<file path="config.mk">
export PLATFORM = sky130hd
export DESIGN_NAME = hqm_sberep_tgt_new
export DESIGN_NICKNAME = d
export VERILOG_FILES = /design/src/rtl/hqm_sberep_pkg.sv /design/src/rtl/hqm_sberep_fifo.sv /design/src/rtl/hqm_sberep_tgt_new.sv
export SDC_FILE = /design/constraint.sdc
export NUM_CORES = 1
export LEC_CHECK = 0
export CORE_ASPECT_RATIO = 1.1
export CORE_MARGIN = 2
export CORE_UTILIZATION = 45
export DETAILED_ROUTE_END_ITERATION = 16
export GPL_TIMING_DRIVEN = 0
export PLACE_DENSITY = 0.69
export SYNTH_ARGS = -nofsm -noshare
export SYNTH_HDL_FRONTEND = slang
export SYNTH_SLANG_ARGS = --single-unit
export TNS_END_PERCENT = 5
</file>
<file path="constraint.sdc">
create_clock -name agent_clk -period 2.1 [get_ports agent_clk]
set_clock_uncertainty 0.05 [all_clocks]
set_input_delay 0.63 -clock agent_clk [delete_from_list [all_inputs] [get_ports agent_clk]]
set_output_delay 0.63 -clock agent_clk [all_outputs]
set_load 0.01 [all_outputs]
</file>
<file path="src/rtl/hqm_sberep_pkg.sv">
// ---------------------------------------------------------------------------
// hqm_sberep_pkg : shared sizing and entry types for the sideband repeater FIFOs
// Rev 1.0
// ---------------------------------------------------------------------------
`default_nettype none

package hqm_sberep_pkg;

  localparam int FIFO_DEPTH     = 2;
  localparam int LOG_FIFO_DEPTH = $clog2(FIFO_DEPTH);
  localparam int DEF_PLD_W      = 32;

  typedef logic [LOG_FIFO_DEPTH:0] ptr_t;

  typedef struct packed {
    logic                 eom;
    logic                 parity;
    logic [DEF_PLD_W-1:0] payload;
  } entry_t;

endpackage

`default_nettype wire

</file>
<file path="src/rtl/hqm_sberep_fifo.sv">
// ---------------------------------------------------------------------------
// hqm_sberep_fifo : two-pointer flopped FIFO with flopped full/empty flags
// Rev 1.0
// ---------------------------------------------------------------------------
`default_nettype none

module hqm_sberep_fifo #(
  parameter  int WIDTH = 34,
  parameter  int DEPTH = 2,
  localparam int AW    = $clog2(DEPTH)
) (
  input  logic             clk,
  input  logic             rst_n,
  input  logic             push,
  input  logic [WIDTH-1:0] din,
  input  logic             pop,
  output logic [WIDTH-1:0] dout,
  output logic [AW:0]      wptr,
  output logic [AW:0]      rptr,
  output logic             full,
  output logic             empty
);

  logic [WIDTH-1:0] mem_q [DEPTH];
  logic [WIDTH-1:0] mem_d [DEPTH];
  logic [AW:0]      wptr_q, wptr_d, rptr_q, rptr_d;
  logic [AW:0]      w_inc, r_inc;
  logic             full_q, full_d, empty_q, empty_d;

  always_comb begin
    mem_d   = mem_q;
    wptr_d  = wptr_q;
    rptr_d  = rptr_q;
    full_d  = full_q;
    empty_d = empty_q;
    w_inc   = wptr_q + {{AW{1'b0}}, 1'b1};
    r_inc   = rptr_q + {{AW{1'b0}}, 1'b1};
    if (push) begin
      mem_d[wptr_q[AW-1:0]] = din;
      wptr_d                = w_inc;
    end
    if (pop) begin
      rptr_d = r_inc;
    end
    // Flags only move on a one-sided access; push+pop keeps occupancy.
    if (push && !pop) begin
      empty_d = 1'b0;
      full_d  = (w_inc == {~rptr_q[AW], rptr_q[AW-1:0]});
    end else if (pop && !push) begin
      full_d  = 1'b0;
      empty_d = (r_inc == wptr_q);
    end
  end

  always_ff @(posedge clk or negedge rst_n) begin
    if (!rst_n) begin
      for (int i = 0; i < DEPTH; i++) begin
        mem_q[i] <= '0;
      end
      wptr_q  <= '0;
      rptr_q  <= '0;
      full_q  <= 1'b0;
      empty_q <= 1'b1;
    end else begin
      mem_q   <= mem_d;
      wptr_q  <= wptr_d;
      rptr_q  <= rptr_d;
      full_q  <= full_d;
      empty_q <= empty_d;
    end
  end

  assign dout  = empty_q ? '0 : mem_q[rptr_q[AW-1:0]];
  assign wptr  = wptr_q;
  assign rptr  = rptr_q;
  assign full  = full_q;
  assign empty = empty_q;

endmodule

`default_nettype wire

</file>
<file path="src/rtl/hqm_sberep_tgt_new.sv">
// ---------------------------------------------------------------------------
// hqm_sberep_tgt_new : target-direction PC/NP repeater with PC->NP ordering fence
// Rev 1.0
// ---------------------------------------------------------------------------
`default_nettype none

module hqm_sberep_tgt_new #(
  parameter int INTERNALPLDBIT = 31,
  parameter int FIFO_DEPTH     = hqm_sberep_pkg::FIFO_DEPTH
) (
  input  logic                    agent_clk,
  input  logic                    agent_rst_b,
  input  logic                    sbe_sbi_tmsg_pcput_ep,
  input  logic                    sbe_sbi_tmsg_npput_ep,
  input  logic                    sbe_sbi_tmsg_pceom_ep,
  input  logic                    sbe_sbi_tmsg_npeom_ep,
  input  logic                    sbe_sbi_tmsg_pcparity_ep,
  input  logic                    sbe_sbi_tmsg_npparity_ep,
  input  logic [INTERNALPLDBIT:0] sbe_sbi_tmsg_pcpayload_ep,
  input  logic [INTERNALPLDBIT:0] sbe_sbi_tmsg_nppayload_ep,
  output logic                    sbi_sbe_tmsg_pcfree_ep,
  output logic                    sbi_sbe_tmsg_npfree_ep,
  output logic                    sbe_sbi_tmsg_pcput_ip,
  output logic                    sbe_sbi_tmsg_npput_ip,
  output logic                    sbe_sbi_tmsg_pceom_ip,
  output logic                    sbe_sbi_tmsg_npeom_ip,
  output logic                    sbe_sbi_tmsg_pcparity_ip,
  output logic                    sbe_sbi_tmsg_npparity_ip,
  output logic [INTERNALPLDBIT:0] sbe_sbi_tmsg_pcpayload_ip,
  output logic [INTERNALPLDBIT:0] sbe_sbi_tmsg_nppayload_ip,
  input  logic                    sbi_sbe_tmsg_pcfree_ip,
  input  logic                    sbi_sbe_tmsg_npfree_ip,
  output logic [1:0]              empty_tgt,
  output logic [1:0]              full_tgt
);

  import hqm_sberep_pkg::*;

  localparam int P    = INTERNALPLDBIT + 1;
  localparam int PW   = $clog2(FIFO_DEPTH) + 1;
  localparam int PC_W = P + 2;
  localparam int NP_W = PC_W + PW;

  logic            rst_done_q, rst_done_d;
  logic            pc_full, pc_empty, np_full, np_empty;
  logic [PW-1:0]   pc_wptr, pc_rptr, np_wptr_unused, np_rptr_unused;
  logic [PW-1:0]   np_tag_in, np_head_tag;
  logic            pc_push, np_push, pc_pop, np_pop, fence_ok;
  logic [PC_W-1:0] pc_head;
  logic [NP_W-1:0] np_head;

  always_comb begin
    rst_done_d = 1'b1;
  end

  always_ff @(posedge agent_clk or negedge agent_rst_b) begin
    if (!agent_rst_b) begin
      rst_done_q <= 1'b0;
    end else begin
      rst_done_q <= rst_done_d;
    end
  end

  always_comb begin
    sbi_sbe_tmsg_pcfree_ep = rst_done_q & ~pc_full;
    sbi_sbe_tmsg_npfree_ep = rst_done_q & ~np_full;
    pc_push   = sbe_sbi_tmsg_pcput_ep & sbi_sbe_tmsg_pcfree_ep;
    np_push   = sbe_sbi_tmsg_npput_ep & sbi_sbe_tmsg_npfree_ep;
    // NP tag marks the PC write position including any PC flit pushed alongside it.
    np_tag_in = pc_push ? (pc_wptr + {{(PW-1){1'b0}}, 1'b1}) : pc_wptr;
    np_head_tag = np_head[NP_W-1 -: PW];
    fence_ok  = (pc_rptr == np_head_tag) | pc_empty;
    pc_pop    = ~pc_empty & sbi_sbe_tmsg_pcfree_ip;
    np_pop    = ~np_empty & sbi_sbe_tmsg_npfree_ip & fence_ok;
  end

  hqm_sberep_fifo #(.WIDTH(PC_W), .DEPTH(FIFO_DEPTH)) u_pc_fifo (
    .clk   (agent_clk),
    .rst_n (agent_rst_b),
    .push  (pc_push),
    .din   ({sbe_sbi_tmsg_pceom_ep, sbe_sbi_tmsg_pcparity_ep, sbe_sbi_tmsg_pcpayload_ep}),
    .pop   (pc_pop),
    .dout  (pc_head),
    .wptr  (pc_wptr),
    .rptr  (pc_rptr),
    .full  (pc_full),
    .empty (pc_empty)
  );

  hqm_sberep_fifo #(.WIDTH(NP_W), .DEPTH(FIFO_DEPTH)) u_np_fifo (
    .clk   (agent_clk),
    .rst_n (agent_rst_b),
    .push  (np_push),
    .din   ({np_tag_in, sbe_sbi_tmsg_npeom_ep, sbe_sbi_tmsg_npparity_ep, sbe_sbi_tmsg_nppayload_ep}),
    .pop   (np_pop),
    .dout  (np_head),
    .wptr  (np_wptr_unused),
    .rptr  (np_rptr_unused),
    .full  (np_full),
    .empty (np_empty)
  );

  assign sbe_sbi_tmsg_pcput_ip     = pc_pop;
  assign sbe_sbi_tmsg_npput_ip     = np_pop;
  assign sbe_sbi_tmsg_pceom_ip     = pc_head[P+1];
  assign sbe_sbi_tmsg_pcparity_ip  = pc_head[P];
  assign sbe_sbi_tmsg_pcpayload_ip = pc_head[P-1:0];
  assign sbe_sbi_tmsg_npeom_ip     = np_head[P+1];
  assign sbe_sbi_tmsg_npparity_ip  = np_head[P];
  assign sbe_sbi_tmsg_nppayload_ip = np_head[P-1:0];
  assign empty_tgt                 = {np_empty, pc_empty};
  assign full_tgt                  = {np_full, pc_full};

  a_pc_put_legal: assert property (@(posedge agent_clk) disable iff (!agent_rst_b)
    sbe_sbi_tmsg_pcput_ep |-> sbi_sbe_tmsg_pcfree_ep);
  a_np_put_legal: assert property (@(posedge agent_clk) disable iff (!agent_rst_b)
    sbe_sbi_tmsg_npput_ep |-> sbi_sbe_tmsg_npfree_ep);

endmodule

`default_nettype wire

</file>
# --- Word-level counts from Yosys, hierarchy flattened ---
# Cells that the tools add are included.
totals:
  ff_bits: 153
  inputBits: 74
  out_inout_bits: 76
  word_cells: 81
op_classes:
  add_sub_neg: 4
  n_lt_le_gt_ge: 6
  eq_ne: 5
  n_mux: 23
  bitwise_logic: 18
  n_reduce_logical: 12
ops:
  columns: ["cell", "count"]
  rows:
  - ["36-bit two-way mux", 5]
  - ["34-bit two-way mux", 5]
  - ["72-bit bitwise mux", 1]
  - ["68-bit bitwise mux", 1]
  - ["36-bit demux with 1-bit select", 1]
  - ["34-bit demux with 1-bit select", 1]
  - ["2-bit equality test", 5]
  - ["2-bit by 1-bit adder with 2-bit output (second input constant)", 4]
  - ["2-bit greater-or-equal comparator (second input constant)", 4]
  - ["1-bit two-way mux", 8]
  - ["1-bit NOT with 2-bit output", 4]
  - ["1-bit AND", 7]
  - ["1-bit logical AND", 6]
  - ["1-bit NOT", 6]
  - ["1-bit zero test", 4]
  - ["2-bit by 1-bit < comparator with 1-bit output (second input constant)", 2]
  - ["2-bit nonzero test", 2]
  - ["2-bit two-way mux", 1]
  - ["1-bit OR", 1]

# --- Longest topological paths before layout ---
# Gate-level depths: netlist (run 1).
depth:
  depth_word: 11
  ltp_mapped: 7
  mapped_depth_nobuf: 7

# --- Modules after synthesis ---
# From an unflattened synthesis (run 1), not the netlist that was laid out.
unflattened:
  hier_cells: 516
  hier_area_um2: 7298.2
modules_own_cells:
  columns: ["mod", "instances", "cells_per_inst", "area_each_um2", "seq_area_each_um2"]
  rows:
  - ["hqm_sberep_fifo at u_np_fifo", 1, 255, 3659.8, 1953.1]
  - ["hqm_sberep_fifo at u_pc_fifo", 1, 243, 3480.8, 1853.0]
  - ["hqm_sberep_tgt_new", 1, 18, 157.7, 25.0]

# --- Least setup slack after synthesis (run 1) ---
# Ideal clock, no wire load.
synth_path:
  path_kind: "flip-flop to flip-flop"
  from: "reg u_pc_fifo.full_q, in the netlist u_pc_fifo.full"
  to: "reg u_pc_fifo.mem_q[49] in the netlist's numbering"
  setup_ns: 0.125
  arrival_time_ns: 1.767
  required_time_ns: 1.925
  setup_slack_ns: 0.158
  path_stages_with_launch: 7
  path_buffers: 2
  period_less_slack_ns: 1.942
  cell_sequence: "dfrtp_1 -> nor2b_1 -> and2_1 -> ha_1 -> clkbuf_1 -> buf_2 -> mux2_2"
synth_via:
  elab_chain_len: 3
synth_lines:
  columns: ["element", "line_no", "source"]
  rows:
  - ["from (decl)", "hqm_sberep_fifo.sv:28", "logic full_q, full_d, empty_q, empty_d;"]
  - ["from (signal assigned)", "hqm_sberep_fifo.sv:68", "full_q <= full_d;"]
  - ["1-bit NOT", "hqm_sberep_tgt_new.sv:65", "sbi_sbe_tmsg_pcfree_ep = rst_done_q & ~pc_full;"]
  - ["1-bit AND", "hqm_sberep_tgt_new.sv:65", null]
  - ["named net sbi_sbe_tmsg_pcfree_ep", "hqm_sberep_tgt_new.sv:21", "output logic sbi_sbe_tmsg_pcfree_ep,"]
  - ["1-bit AND", "hqm_sberep_tgt_new.sv:67", "pc_push = sbe_sbi_tmsg_pcput_ep & sbi_sbe_tmsg_pcfree_ep;"]
  - ["to (signal assigned)", "hqm_sberep_fifo.sv:65", "mem_q <= mem_d;"]
  - ["to (decl)", "hqm_sberep_fifo.sv:24", "logic [WIDTH-1:0] mem_q [DEPTH];"]
# The timed path passes the listed nets, and every way through them passes these cells.
# A chain may end at the register's enable or synchronous reset.

# --- Worst setup path after layout (run 1) ---
layout_path:
  from: "reg u_pc_fifo.rptr_q[0], in the netlist u_pc_fifo.rptr[0]"
  to: "out sbe_sbi_tmsg_npput_ip"
layout_via:
  elab_chain_len: 3
layout_lines:
  columns: ["element", "line_no", "source"]
  rows:
  - ["from (decl)", "hqm_sberep_fifo.sv:26", "logic [AW:0] wptr_q, wptr_d, rptr_q, rptr_d;"]
  - ["from (signal assigned)", "hqm_sberep_fifo.sv:67", "rptr_q <= rptr_d;"]
  - ["2-bit equality test", "hqm_sberep_tgt_new.sv:72", "fence_ok = (pc_rptr == np_head_tag) | pc_empty;"]
  - ["1-bit OR", "hqm_sberep_tgt_new.sv:72", null]
  - ["1-bit AND", "hqm_sberep_tgt_new.sv:74", "np_pop = ~np_empty & sbi_sbe_tmsg_npfree_ip & fence_ok;"]
  - ["to (decl)", "hqm_sberep_tgt_new.sv:24", "output logic sbe_sbi_tmsg_npput_ip,"]
# Every way passes these cells.

==> results_dict.tcl, run 1 <==
set metrics [dict create \
    die_h_um 135 \
    avgRoutedWirePerCell_um 17.0 \
    path_clk_slew_ns 0.06 \
    avgSynthCellArea_sq_um 13.5 \
    violations "setup timing" \
    hold_viol 0 \
    pin_count 150 \
    synth_area_leaders "dfrtp_1 54%, mux2_1 14%, mux2i_1 10%, mux2_2 5.0%, mux2_4 4.3%" \
    syn_inst 519 \
    stdcell_count 919 \
    grt_pass1_vias 4950 \
    post-dp-hpwl_mm 10.7 \
    grt_start_max_net_pins 87 \
    firstDrtPassIters 4 \
    antennaDiodeCount 0 \
    cts_sinks 153 \
    track_usage 0.199 \
    via_per_inst 5.04 \
    worstPathRequired_ns 1.42 \
    ant_nets 0 \
    maxSlewViolCount 0 \
    cts_tree "built" \
    synthArstFlopShare 1.00 \
    tightest_slew_ns 0.791 \
    grt_pass1_wl_mm 25.5 \
    min-delay-path-class "input port to async pin" \
    rows 47 \
    finalWirelength_mm 15.7 \
    overflow 0 \
    gp_congestion 0.734 \
    cp-end-kind "primary output" \
    vias 4631 \
    fin_ws_ns -0.385 \
    power_frac_seq 0.350 \
    antenna_found_initial 0 \
    crit_slowest_cell "dfrtp_1" \
    cpPeakStageDelay_ns 0.42 \
    switchingPower_uw 5060 \
    leakage_uw 0.00446 \
    ys_types 33 \
    cp.arrival_ns 1.81 \
    cts_buffer_depth 2 \
    worstReg2RegEnd "u_np_fifo.full" \
    status "complete, but fails checks" \
    ctsHtreeMaxLevel 4 \
    portBuffers 149 \
    pwr-share-comb 0.469 \
    maxSlewHeadroom 0.473 \
    reg2reg_slack_ns 0.08 \
    synth_edf_count 0 \
    setup_viol 66 \
    drtIter0Drc 174 \
    yosysWarnings 0 \
    seq_area_frac_synth 0.547 \
    drc 0 \
    dp_cells 865 \
    root_buffer "clkbuf_16" \
    post-route-period-util 1.18 \
    clkPwrFrac 0.180 \
    clock_latency_ns 0.41 \
    r2r_start "u_np_fifo.rptr[0]" \
    drv_cap 0 \
    start_kind "register" \
    synth_top_area_share 0.539 \
    p_sw_frac 0.338 \
    path_class "register to primary output" \
    die_width_um 123 \
    die-area_sq_mm 0.0166 \
    synth.net_count 597 \
    synth_ff_type "dfrtp_1" \
    peakVddDrop_v 0.000785 \
    coreArea_sq_mm 0.0152 \
    synth_top_cell_by_area "dfrtp_1" \
    synth-seq-cells 153 \
    cp_max_fo 3 \
    p_int_uw 9900 \
    numCtsBuffers 17 \
    fin_nets 790 \
    rsz0062_at_grt "true" \
    power_density_mw_per_mm2 1590 \
    r2r_cells 9 \
    synthToLayoutAreaGrowth_pct 34.6 \
    fmax_mhz 402 \
    period_minus_slack_ns 2.49 \
    syn_area_sq_mm 0.00701 \
    initial_utilization 0.462 \
    fin_util 0.622 \
    path_cells "buf_6 -> or3_1 -> a21o_1 -> o211ai_2 -> inv_1 -> buf_2" \
    drive_above_1_share 0.307 \
]
worst max-delay path, delay by kind of cell, from the launching register on:
kind | cells | cell delay, ns
buffers and inverters | 3 | 0.34
DFF | 1 | 0.42
AOI/OAI and AO/OA | 2 | 0.29
and+or+nand+nor | 1 | 0.34
stage by stage:
| stage | hold WS (ns) | cell area, sq um | TNS (ns) | worst slack (ns) | power (uW) |
|---|---|---|---|---|---|
| 2_1_floorplan | 0.284 | 7010 | 0 | 0.158 | 9220 |
| 5_1_grt | 0.290 | 9440 | -16.27 | -0.528 | 16000 |
| 6_report | 0.234 | 9440 | -10.17 | -0.385 | 15000 |
| 3_5_place_dp | 0.424 | 8770 | -74.86 | -0.639 | 12400 |
| 3_3_place_gp | 0.416 | 8740 | -922.35 | -5.61 | 12200 |
| 4_1_cts | 0.251 | 9400 | -17.92 | -0.369 | 14900 |
timing repair:
item | CTS | global route
gates resized for setup | 216 | 106
buffers inserted | 13 | 9
setup endpoints to repair | 138 | 102
pin swaps | 9 | 7
hold buffers | 0 | 0
gates cloned | 0 | 2
logic make-up (layout without fill, tap and decap cells):
group / after synthesis / in the layout / synth area share
mux: 207 / 207 / 0.331
flops: 153 / 153 / 0.547
simple gates: 88 / 88 / 0.0523
buf+inv: 43 / 247 / 0.0366
compound gates: 13 / 13 / 0.0134
xor+xnor: 10 / 10 / 0.0125
fa+ha+maj: 4 / 4 / 0.00714
other cells: 1 / 1 / 0.000535
synth_stat cells (all sizes together) (2+ instances only):
| library cell | instances |
|---|---|
| a21oi | 3 |
| nor2b | 3 |
| clkbuf | 8 |
| and2 | 2 |
| xor2 | 3 |
| inv | 7 |
| nor2 | 71 |
| mux2 | 137 |
| nand2 | 6 |
| a22o | 4 |
| or3 | 2 |
| xnor2 | 7 |
| mux2i | 70 |
| dfrtp | 151 |
| buf | 27 |
| ha | 4 |
| o21ai | 3 |
| dfstp | 2 |
flip-flops by register name, summed over array words and instances (netlist names):
name             cells
u_np_fifo.empty      1
u_pc_fifo.wptr       2
u_np_fifo.mem_q     72
u_pc_fifo.rptr       2
u_pc_fifo.mem_q     68
u_pc_fifo.empty      1
u_np_fifo.full       1
u_np_fifo.wptr       2
u_np_fifo.rptr       2
rst_done_q           1
u_pc_fifo.full       1
power by group through the flow:
stage	sequential (uW)	clock [uW]	combinational, uW
CTS	5230	2770	6870
global placement	5170	0	7020
detailed placement	5280	0	7160
finish	5240	2700	7020
floorplan	5030	0	4190
global route	5430	2920	7660
cells in the final DEF (no fill, tap or decap), types with 2 or more instances in the layout:
cell type          n
a22o_1             4
mux2_1            86
buf_6             15
buf_4             29
dlygate4sd2_1      3
dfstp_2            2
a21oi_1            2
nor2b_1            2
mux2i_1           70
inv_1              7
nand2_1            6
clkinv_2           3
dfrtp_1          151
buf_2             30
xor2_1             3
mux2_2            31
xnor2_1            7
nor2_2             2
clkbuf_1           6
mux2_4            20
clkdlybuf4s50_1   71
clkbuf_4           2
o21ai_1            2
clkbuf_8           6
buf_12             7
clkbuf_2          42
ha_1               3
clkbuf_16         22
or3_1              2
buf_8              2
nor2_1            69
layer usage:
layer / vias up / track usage / wire (um)
li1: 2171 / - / -
met1: 2340 / 0.253 / 6610
met2: 94 / 0.335 / 8130
met3: 26 / 0.0346 / 561
met4: 0 / 0.0852 / 352
met5: - / 0 / 0
worst max path at each step:
| stage | slack (ns) | to | start |
|---|---|---|---|
| 3_5_place_dp | -0.64 | u_pc_fifo.mem_q[62] | sbe_sbi_tmsg_pcput_ep |
| 2_1_floorplan | 0.16 | u_pc_fifo.mem_q[49] | u_pc_fifo.full |
| 3_3_place_gp | -5.61 | u_pc_fifo.mem_q[20] | agent_rst_b |
| 6_report | -0.39 | sbe_sbi_tmsg_npput_ip | u_pc_fifo.rptr[0] |
| 4_1_cts | -0.37 | sbe_sbi_tmsg_nppayload_ip[23] | u_np_fifo.empty |
| 5_1_grt | -0.53 | sbe_sbi_tmsg_npput_ip | u_np_fifo.rptr[0] |
layout make-up:
cell class | count | area [sq um]
Multi-Input combinational cell | 323 | 2950
Clock buffer | 27 | 503
Inverter | 7 | 26.3
Fill cell | 1256 | 5740
Timing Repair Buffer | 174 | 1410
Tap cell | 196 | 245
Sequential cell | 153 | 3830
Buffer | 36 | 450
Clock inverter | 3 | 15.0
(Power assumes the default switching activity.)
==> run 2, diff against run 1 <==
- HOLD_SLACK_MARGIN: default -> 0.03
==> results of run 2 <==
Same layout as run 1: the final DEF is identical, and so are final timing and power.
